`src/rtl/instruction_fetch_unit_pkg.sv`:
```
// Shared pipeline definitions: fetch FSM states, reset PC and bubble encoding.
package pipeline_pkg;

  typedef enum logic {
    FETCH = 1'b0,
    HOLD  = 1'b1
  } fetch_state_t;

  localparam logic [31:0] RESET_PC_DEFAULT  = 32'h0000_0000;
  localparam logic [31:0] NOP_INSTR_DEFAULT = 32'h0000_0000;
  localparam logic [31:0] PC_INC            = 32'd4;

endpackage

```
`src/rtl/instruction_fetch_unit_if.sv`:
```
// Instruction-memory request/ack bus between the fetch unit (master) and imem (slave).
interface instruction_fetch_unit_if;
  logic        req;
  logic [31:0] addr;
  logic        ack;
  logic [31:0] rdata;

  modport master (output req, output addr, input ack, input rdata);
  modport slave  (input req, input addr, output ack, output rdata);
endinterface

```
`src/rtl/instruction_fetch_unit_pc_register.sv`:
```
// Program-counter register: synchronous active-low reset, load-enabled.
module pc_register #(
  parameter logic [31:0] RESET_VAL = 32'h0000_0000
) (
  input  logic        clk,
  input  logic        rst_n,
  input  logic        load,
  input  logic [31:0] d,
  output logic [31:0] q
);

  always_ff @(posedge clk) begin
    if (!rst_n)    q <= RESET_VAL;
    else if (load) q <= d;
  end

endmodule

```
`src/rtl/instruction_fetch_unit.sv`:
```
// IF stage: owns the PC, requests imem, feeds IF/ID. Optional skid buffer via FETCH_SKID_EN.
//   state | meaning
//   FETCH | request outstanding at pc_q; instruction passes straight through on ack
//   HOLD  | stalled instruction parked in buf_q, no memory traffic (FETCH_SKID_EN only)
module instruction_fetch_unit
  import pipeline_pkg::*;
#(
  parameter logic [31:0] RESET_PC  = RESET_PC_DEFAULT,
  parameter logic [31:0] NOP_INSTR = NOP_INSTR_DEFAULT
) (
  input  logic                             clk,
  input  logic                             rst_n,
  input  logic                             pc_write,
  input  logic                             redirect,
  input  logic [31:0]                      redirect_target,
  instruction_fetch_unit_if.master         imem,
  output logic [31:0]                      instruction_out,
  output logic [31:0]                      pc_out,
  output logic                             if_valid,
  output logic                             flush_out
);

  logic [31:0] pc_q;
  logic [31:0] pc_d;
  logic [31:0] pc_inc;
  logic        pc_load;
  logic        in_hold;
  logic [31:0] hold_instr;

  assign pc_inc = pc_q + PC_INC;

  pc_register #(.RESET_VAL(RESET_PC)) u_pc (
    .clk   (clk),
    .rst_n (rst_n),
    .load  (pc_load),
    .d     (pc_d),
    .q     (pc_q)
  );

`ifdef FETCH_SKID_EN
  fetch_state_t state_q;
  logic [31:0]  buf_q;

  // A redirect always wins and drops whatever was fetched or parked.
  always_ff @(posedge clk) begin
    if (!rst_n) begin
      state_q <= FETCH;
      buf_q   <= NOP_INSTR;
    end else if (redirect) begin
      state_q <= FETCH;
    end else begin
      case (state_q)
        FETCH: begin
          if (imem.ack && !pc_write) begin
            buf_q   <= imem.rdata;
            state_q <= HOLD;
          end
        end
        HOLD: begin
          if (pc_write) state_q <= FETCH;
        end
        default: state_q <= FETCH;
      endcase
    end
  end

  assign in_hold    = (state_q == HOLD);
  assign hold_instr = buf_q;
`else
  // Without the skid buffer a stall simply re-requests pc_q every cycle.
  assign in_hold    = 1'b0;
  assign hold_instr = NOP_INSTR;
`endif

  always_comb begin
    pc_load = 1'b0;
    pc_d    = pc_inc;
    if (redirect) begin
      pc_load = 1'b1;
      pc_d    = redirect_target;
    end else if (in_hold) begin
      pc_load = pc_write;
    end else begin
      pc_load = imem.ack & pc_write;
    end
  end

  // Outputs are forced quiet while reset is held, before pc_q has a defined value.
  always_comb begin
    imem.req        = 1'b0;
    if_valid        = 1'b0;
    instruction_out = NOP_INSTR;
    if (rst_n) begin
      if (in_hold) begin
        if_valid        = ~redirect;
        instruction_out = hold_instr;
      end else begin
        imem.req = 1'b1;
        if_valid = imem.ack & ~redirect;
        if (imem.ack) instruction_out = imem.rdata;
      end
    end
  end

  assign imem.addr = pc_q;
  assign pc_out    = rst_n ? pc_inc : (RESET_PC + PC_INC);
  assign flush_out = rst_n & redirect;

endmodule
```
`src/flat_wrapper.sv`:
```
// flat-port wrapper written by rule: the top's interface ports become plain ports
module instruction_fetch_unit_flat import pipeline_pkg::*;
#(
  parameter logic [31:0] RESET_PC  = RESET_PC_DEFAULT,
  parameter logic [31:0] NOP_INSTR = NOP_INSTR_DEFAULT
)
  (clk, rst_n, pc_write, redirect, redirect_target, instruction_out, pc_out, if_valid, flush_out, imem_req, imem_addr, imem_ack, imem_rdata);
  instruction_fetch_unit_if imem_i ();
  input  logic clk;
  input  logic rst_n;
  input  logic pc_write;
  input  logic redirect;
  input  logic [31:0] redirect_target;
  output logic [31:0] instruction_out;
  output logic [31:0] pc_out;
  output logic if_valid;
  output logic flush_out;
  output wire logic [$bits(imem_i.req)-1:0] imem_req;
  output wire logic [$bits(imem_i.addr)-1:0] imem_addr;
  input wire logic [$bits(imem_i.ack)-1:0] imem_ack;
  input wire logic [$bits(imem_i.rdata)-1:0] imem_rdata;
  assign imem_req = imem_i.req;
  assign imem_addr = imem_i.addr;
  assign imem_i.ack = imem_ack;
  assign imem_i.rdata = imem_rdata;
  instruction_fetch_unit #(.RESET_PC(RESET_PC), .NOP_INSTR(NOP_INSTR)) u_core (.clk(clk), .rst_n(rst_n), .pc_write(pc_write), .redirect(redirect), .redirect_target(redirect_target), .imem(imem_i), .instruction_out(instruction_out), .pc_out(pc_out), .if_valid(if_valid), .flush_out(flush_out));
endmodule
```
`config.mk`:
```
export PLATFORM = sky130hd
export DESIGN_NAME = instruction_fetch_unit_flat
export DESIGN_NICKNAME = d
export VERILOG_FILES = /design/src/rtl/instruction_fetch_unit_pkg.sv /design/src/rtl/instruction_fetch_unit_if.sv /design/src/rtl/instruction_fetch_unit_pc_register.sv /design/src/rtl/instruction_fetch_unit.sv /design/src/flat_wrapper.sv
export SDC_FILE = /design/constraint.sdc
export NUM_CORES = 1
export LEC_CHECK = 0
export CAP_MARGIN = 10
export CELL_PAD_IN_SITES_DETAIL_PLACEMENT = 1
export CELL_PAD_IN_SITES_GLOBAL_PLACEMENT = 2
export CORE_MARGIN = 3
export CORE_UTILIZATION = 20
export CTS_BUF_LIST = sky130_fd_sc_hd__clkbuf_4 sky130_fd_sc_hd__clkbuf_8
export DETAILED_ROUTE_END_ITERATION = 7
export GPL_TIMING_DRIVEN = 0
export MAX_ROUTING_LAYER = met4
export PLACE_DENSITY_LB_ADDON = 0.1
export SYNTH_ARGS = -nofsm -noshare
export SYNTH_HDL_FRONTEND = slang
export SYNTH_SLANG_ARGS = --single-unit
```
`constraint.sdc`:
```
create_clock -name clk -period 2.6 [get_ports clk]
set_input_delay 0.39 -clock clk [delete_from_list [all_inputs] [get_ports clk]]
set_output_delay 0.39 -clock clk [all_outputs]
set_load 0.02 [all_outputs]
```
# [Word level (Yosys, flattened, before mapping)]
# Cells that the tools add are included.
[totals] input_bits=69 reg_bits=32
[op_classes] muxes=7 bitwise=4 addsub=1
[ops] cell="$mux 32" n=4
[ops] cell="$add 32x3->32 const B" n=1
[ops] cell="$and 1x1->1" n=3
[ops] cell="$mux 1" n=3
[ops] cell="$not 1->1" n=1

# [Depth between registers and ports, before layout]
# Gate-level depths: netlist (run 1).
[logic_depth] word_depth=3 depth_mapped=7 depth_no_buf=5

# [Cells and area by module]
# Synthesis (run 1) repeated with hierarchy kept, for this count alone.
[hier_totals] hier_cells=331 area_unflattened_um2=2716.4
[modules_own_cells] module="instruction_fetch_unit" n_inst=1 cells_each=228 area_each_um2=1472.7
[modules_own_cells] module="pc_register" n_inst=1 cells_each=103 area_each_um2=1243.7

# [Worst setup path before layout (run 1)]
# Ideal clock, no wire load.
[synth_path] path_type="flip-flop to output port" startpoint="register u_core.u_pc.q[2]" endpoint="output port pc_out[28]" setup_slack_ns=-0.184 required_time_ns=2.210 path_stages_with_launch=7 path_buffers=2 t_arrival_ns=2.394 cell_sequence="dfxtp_1 -> ha_1 -> and4_1 -> nand3_1 -> clkbuf_1 -> buf_2 -> o41ai_1"
[synth_between] elab_chain_cells=2
[synth_lines] element="start, declared" line_no="instruction_fetch_unit_pc_register.sv:9" rtl="output logic [31:0] q"
[synth_lines] element="start signal, assigned" line_no="instruction_fetch_unit_pc_register.sv:13" rtl="if (!rst_n) q <= RESET_VAL;"
[synth_lines] element="start signal, assigned" line_no="instruction_fetch_unit_pc_register.sv:14" rtl="else if (load) q <= d;"
[synth_lines] element="$add 32x3->32" line_no="instruction_fetch_unit.sv:30" rtl="assign pc_inc = pc_q + PC_INC;"
[synth_lines] element="$mux 32" line_no="instruction_fetch_unit.sv:106" rtl="assign pc_out = rst_n ? pc_inc : (RESET_PC + PC_INC);"
[synth_lines] element="end, declared" line_no="flat_wrapper.sv:15" rtl="output logic [31:0] pc_out;"
# Every way passes these cells.

# [Final worst setup path (run 1)]
[layout_path] startpoint="register u_core.u_pc.q[2]" endpoint="output port pc_out[30]"
# The elaborated chain is that of the path after synthesis.

==> results of run 1 <==
[where the power goes]
| group | internal (W) | leakage, nW | total (W) | switching [W] |
|---|---|---|---|---|
| sequential | 0.000524 | 0.276 | 0.000576 | 0.0000516 |
| combinational | 0.000359 | 1.99 | 0.000700 | 0.000341 |
| clock | 0.000296 | 0.0586 | 0.000529 | 0.000233 |
| total | 0.00118 | 2.33 | 0.00180 | 0.000626 |
[how the worst max path moves through the flow]
stage / startpoint / endpoint / slack, ps / depth (start not counted)
after CTS: u_core.u_pc.q[4]$_SDFFE_PN0N_ / pc_out[21] / -70 / 7
after detailed placement: rst_n / pc_out[21] / -1180 / 6
after floorplan: u_core.u_pc.q[2]$_SDFFE_PN0N_ / pc_out[21] / 50 / 5
after global routing: u_core.u_pc.q[3]$_SDFFE_PN0N_ / pc_out[25] / -50 / 7
after global placement: rst_n / pc_out[21] / -1210 / 6
final: u_core.u_pc.q[2]$_SDFFE_PN0N_ / pc_out[30] / 8 / 7
[cell type report]
| type | instances | area, um2 | share of cell area [%] |
|---|---|---|---|
| Timing Repair Buffer | 223 | 2060 | 36.2 |
| Tap cell | 180 | 225 | 3.95 |
| Inverter | 5 | 20.0 | 0.351 |
| Clock inverter | 2 | 35.0 | 0.615 |
| Buffer | 37 | 283 | 4.96 |
| Clock buffer | 6 | 76.3 | 1.34 |
| Multi-Input combinational cell | 325 | 2290 | 40.3 |
| Sequential cell | 32 | 701 | 12.3 |
[worst min-delay path: cells and delay by family (launching register included)]
kind          cells  cell delay (ps)
flops             1              350
simple gates      1               70
mux               1               70
[per-layer routing]
layer	wire, um	track usage, %
met4	160	3.66
met3	609	2.88
met2	8160	34.2
met5	0	-
met1	7280	25.8
[synth_stat cells (2+ instances only)]
master | n | area share (%)
o41ai_1 | 2 | 0.61
nand4_2 | 2 | 0.87
buf_1 | 2 | 0.26
and3_1 | 39 | 8.5
and2_1 | 6 | 1.3
buf_2 | 11 | 1.9
nor3_1 | 8 | 1.4
o211ai_1 | 3 | 0.78
o2bb2ai_1 | 2 | 0.61
o311ai_0 | 2 | 0.61
buf_4 | 2 | 0.52
a31oi_1 | 8 | 1.7
a221o_1 | 2 | 0.70
a211oi_1 | 2 | 0.52
dfxtp_1 | 32 | 22
clkbuf_1 | 24 | 3.1
o21ai_0 | 29 | 5.0
mux2i_1 | 5 | 1.7
nor4_1 | 12 | 2.6
nand2b_1 | 5 | 1.1
inv_1 | 3 | 0.39
xor2_1 | 5 | 1.5
a311oi_1 | 4 | 1.2
clkbuf_2 | 2 | 0.35
o31ai_1 | 8 | 2.1
nand2_1 | 32 | 4.2
a21oi_1 | 23 | 4.0
and4_1 | 6 | 1.8
nor2_1 | 28 | 3.7
xnor2_1 | 17 | 5.2
nand3_1 | 18 | 3.1
nand4_1 | 8 | 1.7
or4_1 | 10 | 2.6
a21o_1 | 2 | 0.52
or3_1 | 14 | 3.0
[metrics by stage]
step,total power (W),setup TNS (ps),worst slack (ps),utilization (%)
after detailed placement,0.00120,-46160,-1180,34.2
after CTS,0.00177,-95.7,-67.1,38.2
after global routing,0.00190,-153,-50.3,40.7
after global placement,0.00120,-47240,-1210,34.2
final,0.00180,0,7.71,40.7
after floorplan,0.000855,0,47.8,-
[cells by family after synthesis]
kind of cell	after synthesis	synth area share [%]
DFF	32	22.3
muxes	6	2.13
adders and majority gates	1	0.435
AOI/OAI and AO/OA	94	20.6
and+or+nand+nor	202	40.7
xor gates and xnor gates	22	6.70
buffers and inverters	47	7.22
[what timing repair did]
| action | 4_1_cts | 5_1_grt |
|---|---|---|
| gates resized for setup | 171 | 42 |
| setup endpoints to repair | 67 | 35 |
| buffers inserted | 20 | 36 |
| pin swaps | 11 | 8 |
| hold buffers | 0 | 0 |
==> run summary, run 1 <==
Crit end category -> output port
Seq/Total Area, Yosys -> 22.3%
Avg Inst Size Synth -> 7.12 um2
Worst path max stage delay -> 490 ps
Io pins -> 168
Finished layout cell area -> 5700 um2
# placed instances -> 751
Status -> complete, no violations
Global route overflow -> 0
Slew HR -> 45.0%
Drt drc -> 0
Synthesis warning total -> 0
Core area -> 14000 um2
Largest net degree at the start of global routing -> 17
Hold Path Cell Cnt -> 2
Post-Syn Nets -> 474
Slowest cell on crit path -> or4_4
Worst r2r src -> u_core.u_pc.q[24]$_SDFFE_PN0N_
Die Span Y -> 126 um
Die area -> 15900 um2
ANT cells -> 0
Asr flop ratio synth -> 0%
Reg2reg end -> u_core.u_pc.q[30]$_SDFFE_PN0N_
Layout cell share with drive strength beyond 1 -> 27.1%
Post-DP Area -> 4790 um2
PD cells -> 317 nW/um2
Number of setup violations in the final report -> 0
Setup CP Type -> reg2out
EDFF count, synth -> 0
Mapped cell area -> 2880 um2
Clk_lat worst skew -> 310 ps
DR iter-0 viols -> 146
Most used DFF post-synth -> dfxtp_1
Initial core utilization -> 20.6%
Fin Clk Skew -> 17.6 ps
Sink Count -> 32
Biggest register -> u_core.u_pc.q
RSZ-0062 raised after global routing -> true
Synth Register Bits -> 32
First-pass GRT wire length -> 24600 um
Worst-path cell chain -> ha_4, and4_4, nand3_4, clkbuf_16, or4_4, a21oi_4, buf_6
Max Cap Viol -> 0
WP buf/inv -> 2
DR pass1 iterations -> 4
Worst-path clk slew -> 90 ps
Maximum fanout along the worst path -> 9
Via count -> 4079
CP Data Arrival Time -> 2200 ps
Worst VDD drop -> 0.159 mV
# nets final -> 699
FP Rows -> 43
Worst Setup Start Kind -> flip-flop
LEAKAGE -> 2.33 nW
Commonest cells after routing, fill and taps aside -> clkdlybuf4s50_1 (137), buf_4 (57), and3_1 (39)
Finished Layout Cells -> 810
Max Freq -> 0.386 GHz
Antenna violations before repair -> 0
CTS Buf Count -> 5
Total GRT Usage -> 20.1%
Area grow syn2layout -> 98.0%
Worst R2R Path Depth -> 7
Slew Viols, Final -> 0
Vias in the first global route -> 4181
Die width -> 126 um
Fill count -> 1681
DR vias/cell -> 5.04
Mapped Cells -> 404
Min Clock Period, post-route -> 2590 ps
Root buffer cell -> clkbuf_8
Most common cell after layout, fill and taps aside -> clkdlybuf4s50_1
Fin. Hold Viols -> 0
WL/cell -> 20.0 um
CP delay by family, top -> simple AND/OR/NAND/NOR gates
Top Registers -> u_core.u_pc.q (32)
Worst Hold Path EP -> u_core.u_pc.q[1]$_SDFFE_PN0P_
GPL Wtd Cong -> 0.816
Post-DP HPWL -> 11700 um
WP data required -> 2210 ps
Antenna viol nets, final -> 0
Max Buffers Root-to-Sink -> 2
Max FFs per register -> 32
Fin crit share -> 99.7%
Worst-Margin Slew -> 824 ps
Hold slack final -> 521 ps
Hold_sp -> u_core.u_pc.q[1]$_SDFFE_PN0P_
Flop2flop setup slack -> 460 ps
Synth unique cells -> 61
Path category of the worst min-delay check -> reg2reg
Aggregate routed wire length -> 16200 um
CTS tree -> built
H-tree depth -> 2
Port Buffer Count -> 167
No activity file was read; power rests on OpenSTA's default activity.
==> run 2: changes to the inputs <==
--- a/config.mk
+++ b/config.mk
@@ -5,6 +5,7 @@
 export SDC_FILE = /design/constraint.sdc
 export NUM_CORES = 1
 export LEC_CHECK = 0
+export ABC_CLOCK_PERIOD_IN_PS = 2600
 export CAP_MARGIN = 10
 export CELL_PAD_IN_SITES_DETAIL_PLACEMENT = 1
 export CELL_PAD_IN_SITES_GLOBAL_PLACEMENT = 2
@@ -15,6 +16,7 @@
 export GPL_TIMING_DRIVEN = 0
 export MAX_ROUTING_LAYER = met4
 export PLACE_DENSITY_LB_ADDON = 0.1
+export RECOVER_POWER = 100
 export SYNTH_ARGS = -nofsm -noshare
 export SYNTH_HDL_FRONTEND = slang
 export SYNTH_SLANG_ARGS = --single-unit
==> run 2 against run 1 <==
- maximum frequency about the same
- critical path depth unchanged
- power down 0.92%
- critical path type unchanged
- critical endpoint unchanged
==> run summary, run 2 (synthesized netlist as in run 1, its figures left out) <==
Port Buffer Count -> 167 (unchanged)
Worst R2R Path Depth -> 7 (unchanged)
Crit end category -> output port
Post-DP Area -> 4790 um2 (unchanged)
DR iter-0 viols -> 145 (-0.68%)
RSZ-0062 raised after global routing -> true
DR vias/cell -> 5.04 (+0.12%)
Number of setup violations in the final report -> 0 (unchanged)
Antenna violations before repair -> 0 (unchanged)
Slew Viols, Final -> 0 (unchanged)
Status -> complete, no violations
Root buffer cell -> clkbuf_8
Worst-path clk slew -> 90 ps (about the same)
CTS Buf Count -> 5 (unchanged)
CP Data Arrival Time -> 2200 ps (about the same)
Layout cell share with drive strength beyond 1 -> 27.1% (unchanged)
Die Span Y -> 126 um (unchanged)
Max FFs per register -> 32 (unchanged)
Aggregate routed wire length -> 16200 um (about the same)
WP data required -> 2210 ps (about the same)
Worst path max stage delay -> 490 ps (about the same)
Io pins -> 168 (unchanged)
Finished layout cell area -> 5670 um2 (-0.46%)
Place WS -> -1180 ps (unchanged)
Core area -> 14000 um2 (unchanged)
Maximum fanout along the worst path -> 9 (unchanged)
Max Cap Viol -> 0 (unchanged)
Largest net degree at the start of global routing -> 17 (unchanged)
PD cells -> 315 nW/um2 (-0.46%)
Fin Clk Skew -> 15.8 ps (-1.82 ps)
CP delay by family, top -> simple AND/OR/NAND/NOR gates
# nets final -> 699 (unchanged)
Fin crit share -> 99.7% (about the same)
CTS tree -> built
Worst-path cell chain -> ha_4, and4_4, nand3_4, clkbuf_16, or4_4, a21oi_4, buf_6
FP Rows -> 43 (unchanged)
Final setup margin -> 7.66 ps (-0.0542 ps)
Top Registers -> u_core.u_pc.q (32)
Slowest cell on crit path -> or4_4
First-pass GRT wire length -> 24600 um (unchanged)
Die area -> 15900 um2 (unchanged)
WP buf/inv -> 2 (unchanged)
Most common cell after layout, fill and taps aside -> clkdlybuf4s50_1
Setup CP Type -> reg2out
Global route overflow -> 0 (unchanged)
Path category of the worst min-delay check -> reg2reg
Hold Path Cell Cnt -> 2 (unchanged)
Vias in the first global route -> 4181 (unchanged)
Sink Count -> 32 (unchanged)
Area grow syn2layout -> 97.1%
Biggest register -> u_core.u_pc.q
Flop2flop setup slack -> 460 ps (about the same)
LEAKAGE -> 2.34 nW (+0.62%)
Drt drc -> 0 (unchanged)
Initial core utilization -> 20.6% (unchanged)
Hold_sp -> u_core.u_pc.q[1]$_SDFFE_PN0P_
Via count -> 4084 (+0.12%)
ANT cells -> 0 (unchanged)
Hold slack final -> 513 ps (-7.58 ps)
Antenna viol nets, final -> 0 (unchanged)
Fin. Hold Viols -> 0 (unchanged)
Max Buffers Root-to-Sink -> 2 (unchanged)
DR pass1 iterations -> 4 (unchanged)
GPL Wtd Cong -> 0.816 (unchanged)
Min Clock Period, post-route -> 2590 ps (+0.0542 ps)
Worst Hold Path EP -> u_core.u_pc.q[1]$_SDFFE_PN0P_
Clk_lat worst skew -> 310 ps (about the same)
Hold-fix buffer count after cts -> 0 (unchanged)
Max Freq -> 0.386 GHz (about the same)
Total GRT Usage -> 20.1% (unchanged)
WL/cell -> 20.0 um (about the same)
Reg2reg end -> u_core.u_pc.q[30]$_SDFFE_PN0N_
Worst-Margin Slew -> 843 ps (+18.4 ps)
Slew HR -> 43.8% (-1.2 points)
Commonest cells after routing, fill and taps aside -> clkdlybuf4s50_1 (105), buf_4 (57), and3_1 (39)
Worst Setup Start Kind -> flip-flop
Post-DP HPWL -> 11700 um (unchanged)
Die width -> 126 um (unchanged)
Worst VDD drop -> 0.159 mV (-0.12%)
Worst r2r src -> u_core.u_pc.q[24]$_SDFFE_PN0N_
H-tree depth -> 2 (unchanged)
Design Power -> 0.00179 W (-0.92%)
-- run 2: changes by cell type in the layout (fill, tap and decap cells not counted), sizes merged --
cell / previous run / this run
dlygate4sd3: 0 / 32
clkbuf: 30 / 33
dlymetal6s2s: 5 / 2
clkdlybuf4s50: 137 / 105
-- run 2: final cells by class --
class / instances / area [um2]
flip-flops and latches: 32 / 701
repair buffers: 223 / 2040
clock inverters: 2 / 35.0
clock buffers: 6 / 76.3
multi-input cells: 325 / 2290
plain buffers: 37 / 283
well taps: 180 / 225
inverters: 5 / 20.0
fillers: 1686 / 8320
-- run 2: power breakdown --
part	switching, W	internal (W)	leakage, nW
registers	0.0000507	0.000524	0.276
logic	0.000341	0.000345	2.01
clock network	0.000232	0.000296	0.0586
total	0.000623	0.00117	2.34
-- run 2: timing repair --
item,CTS,global route
resized for setup,171,42
buffers inserted,20,36
cloned,0,0
pin swaps,11,8
endpoints found under the setup margin,67,35
-- run 2: per-layer routing --
layer  part of all wire [%]  vias up  GRT usage [%]
met4                   0.99        0           3.66
met3                    4.0       13           2.88
met1                     45     2012           25.8
met5                      0        -              -
met2                     50      100           34.2
li1                       -     1959              -
-- run 2: how the worst max path moves through the flow --
stage	startpoint	endpoint	slack [ps]	depth (start not counted)
after floorplan	u_core.u_pc.q[2]$_SDFFE_PN0N_	pc_out[21]	50	5
after global placement	rst_n	pc_out[21]	-1210	6
after detailed placement	rst_n	pc_out[21]	-1180	6
after CTS	u_core.u_pc.q[4]$_SDFFE_PN0N_	pc_out[21]	-70	7
after global routing	u_core.u_pc.q[3]$_SDFFE_PN0N_	pc_out[25]	-50	7
final	u_core.u_pc.q[2]$_SDFFE_PN0N_	pc_out[30]	8	7
-- run 2: worst register-to-register path: cells and delay by family (launching register included) --
kind,cells,cell delay [ps]
buffers and inverters,3,420
AO/OA/AOI/OAI,1,170
flip-flops,1,350
AND/OR/NAND/NOR,3,1130
-- run 2: through the flow --
step	TNS, ps	utilization, %	instances
2_1_floorplan	0	-	404
3_3_place_gp	-47240	34.2	751
3_5_place_dp	-46160	34.2	751
4_1_cts	-95.7	38.2	777
5_1_grt	-143	40.6	810
6_report	0	40.6	810
